## src/rtl/iob_2p_mem_fifo_ctrl.sv

```systemverilog
// ============================================================================
//  Module   : iob_2p_mem_fifo_ctrl
//  Purpose  : Single-clock FIFO controller driving both ports of an external
//             2-port memory (registered read, 1-cycle latency). Accepts a
//             valid/ready push stream and presents a first-word-fall-through
//             valid/ready pop stream whose data comes straight from the
//             memory read port.
//  Options  : IOB_2P_MEM_FIFO_CTRL_LEVEL_EN - adds the 'level' output
//             (words in memory plus the head word).
//  Revision : 1.0 - initial release
// ============================================================================
`default_nettype none

module iob_2p_mem_fifo_ctrl #(
    parameter int DATA_W = 16,
    parameter int ADDR_W = 6
) (
    input  logic              clk,
    input  logic              rst_n,
    input  logic              clr,
    input  logic              in_valid,
    output logic              in_ready,
    input  logic [DATA_W-1:0] in_data,
    output logic              out_valid,
    input  logic              out_ready,
    output logic [DATA_W-1:0] out_data,
    output logic              mem_w_en,
    output logic [ADDR_W-1:0] mem_w_addr,
    output logic [DATA_W-1:0] mem_w_data,
    output logic              mem_r_en,
    output logic [ADDR_W-1:0] mem_r_addr,
    input  logic [DATA_W-1:0] mem_r_data
`ifdef IOB_2P_MEM_FIFO_CTRL_LEVEL_EN
    ,
    output logic [ADDR_W:0]   level
`endif
);

    // Output stage: EMPTY means no head word, HEAD means mem data_out is valid
    localparam logic [0:0] c_ST_EMPTY = 1'b0;
    localparam logic [0:0] c_ST_HEAD  = 1'b1;

    localparam logic [ADDR_W:0]   c_DEPTH_CNT = {1'b1, {ADDR_W{1'b0}}};
    localparam logic [ADDR_W:0]   c_CNT_ONE   = {{ADDR_W{1'b0}}, 1'b1};
    localparam logic [ADDR_W-1:0] c_PTR_ONE   = {{(ADDR_W-1){1'b0}}, 1'b1};

    logic [ADDR_W-1:0] r_wr_ptr;
    logic [ADDR_W-1:0] r_rd_ptr;
    logic [ADDR_W:0]   r_mem_cnt;
    logic [0:0]        r_state;
    logic [0:0]        w_state_nxt;

    logic w_full;
    logic w_push;
    logic w_fetch;

    // Handshake and memory-port control; clr masks every side effect.
    // A fetch only targets words counted in mem_cnt, i.e. written on an
    // earlier edge, so a read never collides with the concurrent write.
    always_comb begin
        w_full     = (r_mem_cnt == c_DEPTH_CNT);
        in_ready   = !w_full && !clr;
        w_push     = in_valid && in_ready;
        w_fetch    = (r_mem_cnt != '0) && (!out_valid || out_ready) && !clr;
        mem_w_en   = w_push;
        mem_w_addr = r_wr_ptr;
        mem_w_data = in_data;
        mem_r_en   = w_fetch;
        mem_r_addr = r_rd_ptr;
        out_valid  = (r_state == c_ST_HEAD);
        out_data   = mem_r_data;
    end

    // Output-stage next state: a fetch always (re)loads the head; a pop
    // without a fetch empties it; otherwise the memory holds data_out
    always_comb begin
        w_state_nxt = r_state;
        case (r_state)
            c_ST_EMPTY: if (w_fetch) w_state_nxt = c_ST_HEAD;
            c_ST_HEAD:  if (out_ready && !w_fetch) w_state_nxt = c_ST_EMPTY;
            default:    w_state_nxt = c_ST_EMPTY;
        endcase
        if (clr) w_state_nxt = c_ST_EMPTY;
    end

    // Pointer, occupancy and output-stage registers
    always_ff @(posedge clk or negedge rst_n) begin
        if (!rst_n) begin
            r_wr_ptr  <= '0;
            r_rd_ptr  <= '0;
            r_mem_cnt <= '0;
            r_state   <= c_ST_EMPTY;
        end else begin
            r_state <= w_state_nxt;
            if (clr) begin
                r_wr_ptr  <= '0;
                r_rd_ptr  <= '0;
                r_mem_cnt <= '0;
            end else begin
                if (w_push)  r_wr_ptr <= r_wr_ptr + c_PTR_ONE;
                if (w_fetch) r_rd_ptr <= r_rd_ptr + c_PTR_ONE;
                case ({w_push, w_fetch})
                    2'b10:   r_mem_cnt <= r_mem_cnt + c_CNT_ONE;
                    2'b01:   r_mem_cnt <= r_mem_cnt - c_CNT_ONE;
                    default: r_mem_cnt <= r_mem_cnt;
                endcase
            end
        end
    end

`ifdef IOB_2P_MEM_FIFO_CTRL_LEVEL_EN
    // Total occupancy including the head word, up to DEPTH+1
    always_comb begin
        level = r_mem_cnt + {{ADDR_W{1'b0}}, out_valid};
    end
`endif

endmodule

`default_nettype wire

```

## config.mk

```make
export PLATFORM = sky130hd
export DESIGN_NAME = iob_2p_mem_fifo_ctrl
export DESIGN_NICKNAME = d
export VERILOG_FILES = /design/src/rtl/iob_2p_mem_fifo_ctrl.sv
export SDC_FILE = /design/constraint.sdc
export NUM_CORES = 1
export LEC_CHECK = 0
export CORE_MARGIN = 3
export CORE_UTILIZATION = 41
export CTS_CLUSTER_DIAMETER = 60
export DETAILED_ROUTE_END_ITERATION = 12
export GPL_ROUTABILITY_DRIVEN = 0
export GPL_TIMING_DRIVEN = 0
export MAX_ROUTING_LAYER = met4
export PLACE_DENSITY = 0.86
export SLEW_MARGIN = 30
export SYNTH_ARGS = -nofsm -noshare
export SYNTH_HDL_FRONTEND = slang
export SYNTH_SLANG_ARGS = --single-unit
```

## constraint.sdc

```tcl
create_clock -name clk -period 6.5 [get_ports clk]
set_input_delay 1.3 -clock clk [delete_from_list [all_inputs] [get_ports clk]]
set_output_delay 1.3 -clock clk [all_outputs]
set_load 0.02 [all_outputs]
```

# Word-level counts from Yosys, hierarchy flattened
# Index checks and enable logic that the tools add are counted.
# totals
regBits,20
input_bits,37
# op_classes
add_sub_neg,4
n_eq_ne,3
muxes,10
bitwise,1
n_reduce_logical,14
# ops
cell,count
6-bit two-way mux,4
7-bit case mux with 2 select lines,1
6-bit by 1-bit adder with 6-bit output (second input constant),2
7-bit by 1-bit adder with 7-bit output (second input constant),1
7-bit equality test (second input constant),1
7-bit two-way mux,1
7-bit nonzero test,1
7-bit by 1-bit subtractor with 7-bit output (second input constant),1
1-bit logical AND,5
1-bit logical NOT,4
2-bit nonzero test,2
1-bit two-way mux,3
3-bit nonzero test,1
2-bit by 1-bit equality test with 1-bit output (second input constant),1
2-bit equality test (second input constant),1
1-bit case mux with 2 select lines,1
1-bit logical OR,1
1-bit NOT,1

# Logic depth before layout (Yosys ltp)
# logic_depth
word_depth,9
depth_mapped,10
ltp_nobuf,9

# Worst setup path after synthesis
# OpenSTA, ideal clock, no wires.
# synth_timing
path_kind,input to register
from,input port out_ready
to,register r_mem_cnt[6]
arrival_ns,3.534
t_required_ns,6.372
setup_slack_ns,2.839
path_stages,9
n_path_buf,0
path_cell_list,inv_1 a22o_2 nor3_1 ha_1 a211oi_1 o21bai_1 a21oi_1 mux2i_1 mux2_1
# synth_via
elab_chain_len,6
# synth_lines
item,line,text
start: declaration,25,"input logic out_ready,"
1-bit logical OR (*),64,w_fetch = (r_mem_cnt != '0) && (!out_valid || out_ready) && !clr;
1-bit logical AND (*) (2 in a row),64,
2-bit by 1-bit equality test with 1-bit output / 2-bit equality test (equally long branches),102,"case ({w_push, w_fetch})"
7-bit case mux with 2 select lines,102,
7-bit two-way mux,95,if (clr) begin
end signal: assignment,103,2'b10: r_mem_cnt <= r_mem_cnt + c_CNT_ONE;
end signal: assignment,104,2'b01: r_mem_cnt <= r_mem_cnt - c_CNT_ONE;
end signal: assignment,105,default: r_mem_cnt <= r_mem_cnt;
end: declaration,49,logic [ADDR_W:0] r_mem_cnt;
# Every way passes the cells marked *; elsewhere a longest branch is shown, timed or not.
# A chain may end at the register's enable or synchronous reset.

# Final worst setup path
# layout_timing
from,input port clr
to,output port mem_r_en
# layout_via
elab_chain_len,2
# layout_lines
item,line,text
start: declaration,20,"input logic clr,"
1-bit logical NOT,64,
1-bit logical AND,64,
end: declaration,30,"output logic mem_r_en,"
# Every way passes these cells.

==> results by group <==
Finish
  • Nets@finish: approximately 250
  • Ant diodes: 0
  • Most frequent cells in the layout: clkdlybuf4s50_1, buf_4, dfrtp_1
  • Commonest non-fill, non-tap cell in the layout: clkdlybuf4s50_1
  • P&R area growth vs syn: 42.9%
  • Share of layout cells above drive strength 1: 22.6%
  • Non-Filler Instances: 252

CTS
  • Clock Tree Buf Depth: 2
  • Post-CTS Setup Repair Bufs: 0
  • Clock sink count: 20
  • Worst-skew pair later-pin latency: 0.30 ns
  • Hold_buf cts: 0
  • Worst-path clk slew: 0.12 ns
  • Clock root buffer: clkbuf_4
  • CTS H-tree lvls: 1
  • CTS tree: yes
  • CTS buffer count: 3
  • PostCTS Resize Cnt: 0

Job
  • Max-Cap Viols: 0

Power and ir drop
  • LEAKAGE: 0.945 nW
  • Power density cells: 287 nW/um^2
  • Switch share: 39.2%
  • Worst vdd ir: 0.000187 V
  • Net Switching: 0.234 mW
  • Clock group share of total power: 17.2%
  • Comb pwr share: 51.0%
  • Seq pwr share: 31.8%
  • Internal Pwr Total: 0.362 mW

Routing
  • Aggregate routed wire length: 3100 um
  • Via count: 1215
  • Post-DRT Antenna Nets: 0
  • Routed WL per cell: between 10 and 15 um
  • # DRC: 0
  • First-pass DRT Iterations: 3
  • Initial DRC Count: 54
  • Vias per inst: 4.82

Yosys
  • Share of the yosys chip area belonging to registers: 34.5%
  • Post-synth top area share: 34.5%
  • Dominant cells by area after synthesis: dfrtp_1, buf_4, ha_1, xor2_1, nand2_1
  • Number of library cell types mapped by synthesis: 41
  • Syn Area/Cell: 9.56 um^2
  • Yosys reg bits: 20
  • Cell accounting for the most synthesized area: dfrtp_1
  • Synthesized area: 1450 um^2
  • Syn Nets: 197
  • Synth Instances: 152
  • Ys Warns: 0

Timing
  • RSZ-0062 raised after global routing: no
  • Clk_skew: 0.00132 ns
  • Tcrit/Tclk final: 69.1%
  • Worst slew pin tran: 0.773 ns
  • # setup viols final: 0
  • Post-route minimum period: 4.49 ns
  • Relative slew slack: 48.1%
  • Setup TNS: 0 ns
  • Pins Over Slew Limit: 0
  • Endpoints failing hold: 0
  • Fmax: 0.223 GHz

Setup path
  • Worst r2r dst: r_mem_cnt[6]$_DFFE_PN0P_
  • Reg2Reg Depth: 10
  • CP endpoint kind: output pin
  • Setup slack, reg-to-reg: 2.90 ns
  • Crit path DAT: approximately 3.2 ns
  • Crit path from: clr
  • Reg-to-Reg Start: r_mem_cnt[3]$_DFFE_PN0P_
  • CP Launch Type: input pin
  • Setup CP Type: input pin to output pin
  • Max Fanout on Critical Path: 10
  • WP data required: approximately 5.2 ns

GRT
  • Pin count of the biggest net entering global routing: 21
  • Total GRT Usage: between 10% and 20%
  • Initial antenna violation count: 0
  • Vias in the first global route: 1194
  • GRT overflow: 0
  • First-pass GRT wire length: 5050 um

Status
  • Status: completed

Floorplan
  • Core ar.: 3200 um^2
  • Die Width: 65.5 um
  • Boundary Pins: 85
  • Initial Util: 45.4%
  • Die area: 4290 um^2
  • Die H: 65.5 um
  • # rows: 20

Place
  • DP HPWL: 2470 um
  • Dpl cells: 248
  • Port Buf Inserts: 52

Min path
  • Worst hold endpoint: mem_w_addr[0]$_DFFE_PN0P_
  • Worst min-delay path class: register to register
  • Worst Hold Depth: 1
  • Hold Crit Start: mem_w_addr[0]$_DFFE_PN0P_
[worst max-delay path by stage]
stage,slack (ns),depth (start not counted),end
global placement,1.98,5,mem_r_en
detailed placement,1.99,10,r_mem_cnt[6]$_DFFE_PN0P_
global route,1.87,5,mem_r_en
CTS,1.99,5,mem_r_en
finish,2.01,5,mem_r_en
floorplan,2.84,9,r_mem_cnt[6]$_DFFE_PN0P_
[state kept, by name, summed over array words and instances (netlist names)]
register / count
mem_w_addr: 6
mem_r_addr: 6
out_valid: 1
r_mem_cnt: 7
[cell families (layout without fill, tap and decap cells)]
group,after synthesis,after routing,share of synthesized area (%)
AO/OA/AOI/OAI,27,27,13.6
XOR/XNOR,10,10,6.03
adder cells (fa/ha/maj),8,8,7.41
buffers and inverters,38,94,19.2
flip-flops,20,20,34.5
multiplexers,4,4,2.93
AND/OR/NAND/NOR,45,45,16.4
[critical path, stage by stage]
cell and delay [ns]:
clkdlybuf4s50_1 0.59, buf_2 0.28, clkbuf_1 0.37, nor2_1 0.09, clkdlybuf4s50_1 0.55
[final cells by class]
cell class	count	area, um^2
sequential	20	500
multi-input combinational	94	673
buffer	36	272
timing repair buffer	52	515
fill	288	1130
clock buffer	3	22.5
inverter	2	7.51
clock inverter	1	30.0
tap	44	55.1
[stage by stage]
| stage | area [um^2] | util [%] | power [mW] | hold slack [ns] | setup WS (ns) |
|---|---|---|---|---|---|
| finish | 2080 | 64.8 | 0.595 | 0.539 | 2.01 |
| global placement | 2030 | 63.3 | 0.489 | 0.520 | 1.98 |
| CTS | 2080 | 65.0 | 0.601 | 0.553 | 1.99 |
| detailed placement | 2030 | 63.3 | 0.494 | 0.535 | 1.99 |
| global route | 2080 | 64.8 | 0.644 | 0.587 | 1.87 |
| floorplan | 1450 | - | 0.401 | 0.526 | 2.84 |
[power by group through the flow]
stage / Sequential, mW / Combinational (mW) / Clock (mW)
2_1_floorplan: 0.200 / 0.202 / 0
3_3_place_gp: 0.190 / 0.299 / 0
3_5_place_dp: 0.191 / 0.303 / 0
4_1_cts: 0.189 / 0.306 / 0.105
5_1_grt: 0.195 / 0.338 / 0.110
6_report: 0.189 / 0.304 / 0.102
[per-layer routing]
layer / up-vias / track usage, % / share of wire [%]
li1: 610 / - / -
met1: 551 / 17.9 / 44
met2: 50 / 26.2 / 48
met3: 4 / 2.05 / 6.9
met4: 0 / 4.66 / 1.0
met5: - / - / 0
[synthesized netlist by cell type]
cell type	n
buf_6	2
nand4_1	4
o21ai_0	5
nand3b_1	1
nand3_1	1
a21oi_1	5
nor2_1	12
a311o_1	1
and2b_1	1
o21bai_1	1
nand2b_1	4
mux2_2	1
nor3_1	3
mux2_1	1
a21boi_0	1
a31oi_1	2
inv_1	2
a22o_2	1
o41ai_2	1
dfrtp_1	20
a311o_2	1
xor2_1	7
and3_1	1
mux2i_1	2
a221o_2	1
o31ai_1	3
buf_4	32
a21o_1	2
a311oi_1	1
or3_1	1
nor2_2	1
xnor2_1	3
and4b_1	1
nand2_1	12
fa_1	1
nor4_4	1
clkbuf_1	1
buf_2	1
a211oi_1	2
and2_1	2
ha_1	7
Note: power is estimated with default switching activity, not from simulation.
